[src/rtl/sync_fifo_stream_rd_pkg.sv]
// Shared definitions for the FIFO read-side stream adapter.
package sync_fifo_stream_rd_pkg;

    // Output buffer occupancy, doubles as the buffer FSM state.
    typedef enum logic [1:0] {
        EMPTY = 2'd0,
        ONE   = 2'd1,
        TWO   = 2'd2
    } occ_t;

    // Read latency of the counter-based FIFO (dout registered after rd_en).
    localparam int RD_LAT = 1;

endpackage

[src/rtl/sync_fifo_stream_rd_if.sv]
// FIFO read port plus valid/ready stream, grouped for the adapter.
interface sync_fifo_stream_rd_if #(
    parameter int WIDTH = 8
);
    logic             fifo_rd_en;
    logic             fifo_empty;
    logic [WIDTH-1:0] fifo_dout;
    logic             m_valid;
    logic             m_ready;
    logic [WIDTH-1:0] m_data;

    // Adapter side: drives the FIFO read request and the stream.
    modport master (
        output fifo_rd_en,
        input  fifo_empty,
        input  fifo_dout,
        output m_valid,
        input  m_ready,
        output m_data
    );

    // Environment side: FIFO plus stream consumer.
    modport slave (
        input  fifo_rd_en,
        output fifo_empty,
        output fifo_dout,
        input  m_valid,
        output m_ready,
        input  m_data
    );
endinterface

[src/rtl/sync_fifo_stream_rd_stream_skid2.sv]
// Two-entry output buffer: buf0 is the head presented downstream,
// buf1 holds a word captured while the head is stalled.
module stream_skid2
    import sync_fifo_stream_rd_pkg::*;
#(
    parameter int WIDTH = 8
) (
    input  logic             clk,
    input  logic             rst_n,
    input  logic             push,
    input  logic [WIDTH-1:0] push_data,
    input  logic             pop,
    input  logic             flush,
    output logic [WIDTH-1:0] head,
    output occ_t             occ
);
    logic [WIDTH-1:0] buf0;
    logic [WIDTH-1:0] buf1;

    // Occupancy FSM; a push lands in the first slot free after this cycle's pop.
    always_ff @(posedge clk or negedge rst_n) begin
        if (!rst_n) begin
            occ  <= EMPTY;
            buf0 <= '0;
            buf1 <= '0;
        end else if (flush) begin
            occ <= EMPTY;
        end else begin
            case (occ)
                EMPTY: begin
                    if (push) begin
                        occ  <= ONE;
                        buf0 <= push_data;
                    end
                end
                ONE: begin
                    if (push && !pop) begin
                        occ  <= TWO;
                        buf1 <= push_data;
                    end else if (push && pop) begin
                        buf0 <= push_data;
                    end else if (pop) begin
                        occ <= EMPTY;
                    end
                end
                TWO: begin
                    if (pop) begin
                        buf0 <= buf1;
                        if (push) buf1 <= push_data;
                        else      occ  <= ONE;
                    end
                end
                default: occ <= EMPTY;
            endcase
        end
    end

    assign head = buf0;

    // The upstream credit rule must never deliver a word into a full buffer.
    a_no_overflow: assert property (@(posedge clk) disable iff (!rst_n)
        !(occ == TWO && push && !pop && !flush));

endmodule

[src/rtl/sync_fifo_stream_rd.sv]
// Read-side adapter: drains a 1-cycle-latency FIFO and re-presents the data
// as a full-throughput valid/ready stream.
module sync_fifo_stream_rd
    import sync_fifo_stream_rd_pkg::*;
#(
    parameter int WIDTH = 8,
    parameter int CNT_W = 16
) (
    input  logic             clk,
    input  logic             rst_n,
    sync_fifo_stream_rd_if.master bus,
    input  logic             flush,
    output logic             busy,
    output logic [CNT_W-1:0] beat_cnt
);
    logic             inflight;
    logic             pop;
    logic             rd_en;
    logic             valid;
    logic             cap;
    logic [2:0]       credit;
    logic [WIDTH-1:0] head;
    occ_t             occ;

    assign valid = (occ != EMPTY);
    assign pop   = valid && bus.m_ready;
    assign cap   = inflight && !flush;

    // Slots committed after this cycle: buffered + returning word - leaving word.
    assign credit = {1'b0, occ} + {2'b0, inflight} - {2'b0, pop};
    assign rd_en  = rst_n && !flush && !bus.fifo_empty && (credit < 3'd2);

    // Track the read whose data returns next cycle; flush blocks rd_en, so it
    // also clears the in-flight marker.
    always_ff @(posedge clk or negedge rst_n) begin
        if (!rst_n) inflight <= 1'b0;
        else        inflight <= rd_en;
    end

    // Completed-handshake counter, wraps naturally; flush-cycle pops still count.
    always_ff @(posedge clk or negedge rst_n) begin
        if (!rst_n)   beat_cnt <= '0;
        else if (pop) beat_cnt <= beat_cnt + 1'b1;
    end

    stream_skid2 #(.WIDTH(WIDTH)) u_skid (
        .clk       (clk),
        .rst_n     (rst_n),
        .push      (cap),
        .push_data (bus.fifo_dout),
        .pop       (pop),
        .flush     (flush),
        .head      (head),
        .occ       (occ)
    );

    assign bus.fifo_rd_en = rd_en;
    assign bus.m_valid    = valid;
    assign bus.m_data     = head;
    assign busy           = valid || inflight;

endmodule

[src/flat_wrapper.sv]
// flat-port wrapper written by rule: the top's interface ports become plain ports
module sync_fifo_stream_rd_flat import sync_fifo_stream_rd_pkg::*;
#(
    parameter int WIDTH = 8,
    parameter int CNT_W = 16
)
  (clk, rst_n, flush, busy, beat_cnt, bus_fifo_rd_en, bus_fifo_empty, bus_fifo_dout, bus_m_valid, bus_m_ready, bus_m_data);
  sync_fifo_stream_rd_if #(.WIDTH(WIDTH)) bus_i ();
  input  logic clk;
  input  logic rst_n;
  input  logic flush;
  output logic busy;
  output logic [CNT_W-1:0] beat_cnt;
  output wire logic [$bits(bus_i.fifo_rd_en)-1:0] bus_fifo_rd_en;
  input wire logic [$bits(bus_i.fifo_empty)-1:0] bus_fifo_empty;
  input wire logic [$bits(bus_i.fifo_dout)-1:0] bus_fifo_dout;
  output wire logic [$bits(bus_i.m_valid)-1:0] bus_m_valid;
  input wire logic [$bits(bus_i.m_ready)-1:0] bus_m_ready;
  output wire logic [$bits(bus_i.m_data)-1:0] bus_m_data;
  assign bus_fifo_rd_en = bus_i.fifo_rd_en;
  assign bus_i.fifo_empty = bus_fifo_empty;
  assign bus_i.fifo_dout = bus_fifo_dout;
  assign bus_m_valid = bus_i.m_valid;
  assign bus_i.m_ready = bus_m_ready;
  assign bus_m_data = bus_i.m_data;
  sync_fifo_stream_rd #(.WIDTH(WIDTH), .CNT_W(CNT_W)) u_core (.clk(clk), .rst_n(rst_n), .bus(bus_i), .flush(flush), .busy(busy), .beat_cnt(beat_cnt));
endmodule
[config.mk]
export PLATFORM = sky130hd
export DESIGN_NAME = sync_fifo_stream_rd_flat
export DESIGN_NICKNAME = d
export VERILOG_FILES = /design/src/rtl/sync_fifo_stream_rd_pkg.sv /design/src/rtl/sync_fifo_stream_rd_if.sv /design/src/rtl/sync_fifo_stream_rd_stream_skid2.sv /design/src/rtl/sync_fifo_stream_rd.sv /design/src/flat_wrapper.sv
export SDC_FILE = /design/constraint.sdc
export NUM_CORES = 1
export LEC_CHECK = 0
export BUFFER_PORTS_ARGS = -buffer_cell sky130_fd_sc_hd__clkbuf_2
export CAP_MARGIN = 20
export CORE_ASPECT_RATIO = 0.7
export CORE_MARGIN = 2
export CORE_UTILIZATION = 52
export CTS_CLUSTER_SIZE = 8
export DETAILED_ROUTE_END_ITERATION = 6
export HOLD_SLACK_MARGIN = 0.05
export PLACE_DENSITY_LB_ADDON = 0.2
export SLEW_MARGIN = 5
export SYNTH_ARGS = -nofsm -noshare
export SYNTH_HDL_FRONTEND = slang
export SYNTH_SLANG_ARGS = --single-unit
export TNS_END_PERCENT = 5
[constraint.sdc]
create_clock -name clk -period 2.55 [get_ports clk]
set_input_delay 0.255 -clock clk [delete_from_list [all_inputs] [get_ports clk]]
set_output_delay 0.255 -clock clk [all_outputs]
set_load 0.005 [all_outputs]
==> reports/results.tsv <==
stage	metric	value	unit
critical_path	data arrival time of the worst path	2.11	ns
drt	detailed-router iteration count before antenna repair	4	
die	placeable core region	0.003084	sq mm
critical_path	worst r2r path cells	5	
synth	sequential share of the synthesized area	53.15	%
pwr	Clk pwr share	34.8	%
finish	fin area	0.001979	sq mm
sta	number of setup violations in the final report	0	
pwr	internal power	1.049	mW
grt	global-route wire length before repair	5209	um
synth	combinational family with the most area after synthesis	multiplexers	
grt	largest net degree at the start of global routing	36	
finish	Layout Area Growth over Synthesis	20.12	%
critical_path	Worst setup SP type	register	
synth	count of state elements after synthesis	35	
sta	fin. max-slew vios	0	
clocking	buffer type at the clock tree root	clkbuf_8	
clocking	insertion delay to the later sink of the worst-skew pair	0.29	ns
finish	Filler Cell Count	240	
drt	final WL	3050	um
synth	Post-Synthesis Cells	134	
clocking	number of clock sinks	35	
pwr	reported leakage power	0.9891	nW
finish	ratio of cells with drive above 1 in the final layout	43.26	%
place	detailed placer's ending HPWL	2129	um
sta	min setup slack post-route	0.1811	ns
clocking	number of clock buffers inserted by TritonCTS	5	
sta	worst rel slew slack	66.17	%
critical_path	CP endpoint kind	output pin	
sta	Worst Skew	0.006676	ns
finish	number of antenna cells inserted	0	
synth	complex-gate fraction of the synthesized area	1.595	%
drt	Post-route DRC	0	
clocking	clock input transition at the sequential cells of the worst setup and hold paths	0.07	ns
place	number of I/O port buffers	39	
synth	Post-Synth XOR/XNOR Area	9.036	%
sta	setup TNS after final layout	0	ns
outcome	status	finished clean	
grt	total global routing track utilization	19.32	%
pwr	Sequential Power Share	49.5	%
synth	number of synthesized flops with an enable pin	0	
critical_path	maximum fanout along the worst path	9	
finish	net total in the final layout	193	
drt	Avg Vias per Cell	5.222	
sta	hold violation count in the final report	0	
drt	via total after detailed routing	1128	
die	Horiz. Die Dim	71.29	um
clocking	clock tree from TritonCTS	done	
pwr	fraction of power spent switching nets	25.15	%
synth	number of nets produced by synthesis	149	
synth	arithmetic-cell share of the synthesized area counting full adders, half adders and majority gates	1.974	%
die	num rows	17	
die	count of pins on the block boundary	40	
hold_path	instance count along the most critical hold path	2	
sta	unrepaired setup endpoints after global routing	false	
die	die height	51.10	um
pwr	switching power summed over all nets	0.3526	mW
place	Final Wtd Congestion	0.7577	
finish	footprint of the multi-input gates	721.9	sq um
clocking	number of H-tree levels	2	
place	post-detailed-placement cell area	0.001859	sq mm
synth	number of warnings issued by yosys	0	
hold_path	hold crit path type	in -> reg	
pwr	power density relative to cell area	708.3	mW/mm^2
sta	transition time at the pin with the least slew margin	0.5056	ns
critical_path	critical path class	reg -> out	
synth	share of flip-flops with an asynchronous set or reset after synthesis	100.0	%
synth	fraction of the mapped netlist area in simple logic gates	13.36	%
grt	sum of overflow across all layers after global routing	0	
synth	synthesized area	0.001648	sq mm
place	post-placement setup slack	0.3990	ns
pwr	highest ir drop seen on vdd	0.0003173	V
die	die area	0.003643	sq mm
sta	Worst Hold Margin	0.1922	ns
grt	antenna violations before repair	0	
run	total of max-cap violations	0	
clocking	maximum buffer depth of the clock tree	2	
pwr	power share of the combinational group	15.7	%
die	starting density of the core	53.43	%
sta	minimum clock period after layout	2.369	ns
drt	number of DRC markers after the initial detailed-route iteration	53	
synth	Post-Synthesis Mean Instance Area	12.30	sq um
synth	proportion of synthesized area in mux cells	17.62	%
grt	number of global-route vias before repair	1126	
finish	register area	875.8	sq um
synth	leading register cell type out of synthesis	dfrtp_1	
sta	fin crit share	92.90	%
drt	antenna viol nets, final	0	
sta	highest clock frequency the design can meet	0.4221	GHz
drt	final routed wire length divided by cell count	14.12	um
critical_path	data required time at the worst endpoint	2.30	ns
synth	Cell variety after synth	31	
==> cell usage after synthesis (2+ instances only) <==
cell     number  area share [%]
nand2_1      12             2.7
xor2_1        5             2.7
dfrtp_1      35              53
mux2_2       24              16
a21oi_1       2            0.61
nand3_1       7             2.1
mux2i_1       2             1.2
nor2_1        6             1.4
inv_1         2            0.46
buf_6         2             1.4
or2_2         2            0.76
xnor2_1      12             6.4
nor3_1        2            0.61
nand4_1       4             1.5
==> worst paths after layout <==
kind                                                   from                           endpoint  slack, ns
max                        u_core.u_skid.occ[0]$_DFFE_PN0P_                     bus_fifo_rd_en       0.18
min                                                   flush   u_core.u_skid.occ[0]$_DFFE_PN0P_       0.19
max reg2reg                u_core.u_skid.occ[1]$_DFFE_PN0P_  u_core.u_skid.buf1[6]$_DFFE_PN0P_       0.55
min reg2reg                 u_core.beat_cnt[15]$_DFFE_PN0P_    u_core.beat_cnt[15]$_DFFE_PN0P_       0.49
max in group asynchronous                             rst_n  u_core.u_skid.head[3]$_DFFE_PN0P_       1.69
min in group asynchronous                             rst_n     u_core.beat_cnt[4]$_DFFE_PN0P_       0.55
==> stage by stage <==
stage          std cells  utilization (%)  power (mW)
3_3_place_gp         208            60.28      0.9152
5_1_grt              216            64.18       1.483
2_1_floorplan        134                -      0.8129
3_5_place_dp         208            60.28      0.9259
6_report             216            64.18       1.402
4_1_cts              216            64.06       1.418
==> layer usage <==
layer / GRT usage [%] / wire [um] / vias to the layer above
met3: 9.270 / 163 / 2
met5: 0 / 0 / -
met4: 5.975 / 14 / 0
met1: 25.10 / 1490 / 553
li1: - / - / 544
met2: 28.70 / 1381 / 29
==> logic make-up after synthesis <==
group                      count (synthesis)
buffers and inverters                      7
muxes                                     26
and+or+nand+nor                           42
adders and majority gates                  2
AOI/OAI and AO/OA                          5
DFF                                       35
xor gates and xnor gates                  17
==> placed cells by master (no fill, tap or decap), types with 2 or more instances in the layout <==
cell type  synthesis  final
a21oi_1            2      2
buf_4              0      2
clkbuf_2           1     39
clkbuf_8           1      5
dfrtp_1           35     35
inv_1              2      2
mux2_2            24     24
mux2i_1            2      2
nand2_1           12     12
nand3_1            7      7
nand4_1            4      4
nor2_1             6      6
nor3_1             2      2
or2_2              2      2
xnor2_1           12     12
xor2_1             5      5
==> layout make-up <==
class	instances	area share [%]
sequential	35	44.25
tap	38	2.402
multi-input combinational	92	36.47
timing repair buffer	42	11.13
clock buffer	5	3.477
clock inverter	2	1.896
inverter	2	0.3793
==> worst max-delay path, stage by stage (launching register included) <==
cell and delay, ns:
dfrtp_1 0.47, o21ai_2 0.31, nor2_1 0.11, fa_1 0.54
nand4bb_1 0.10, nor2_1 0.16, clkbuf_2 0.13
==> what timing repair did <==
action,CTS,global route
endpoints found under the hold margin,35,0
endpoints found under the setup margin,0,1
gates resized for setup,0,1
setup buffers,0,0
hold buffers,1,0
==> registers in the layout, summed over array words and instances (netlist names) <==
| signal | cells |
|---|---|
| u_core.beat_cnt | 16 |
| u_core.u_skid.buf1 | 8 |
| u_core.u_skid.head | 8 |
| u_core.u_skid.occ | 2 |
| u_core.inflight | 1 |
==> power groups by stage <==
stage	Sequential [mW]	Clock [mW]	Combinational [mW]
floorplan	0.701	0	0.112
global placement	0.699	0	0.216
detailed placement	0.703	0	0.223
CTS	0.694	0.499	0.225
global route	0.706	0.530	0.247
finish	0.694	0.488	0.220
(Power assumes the default switching activity.)
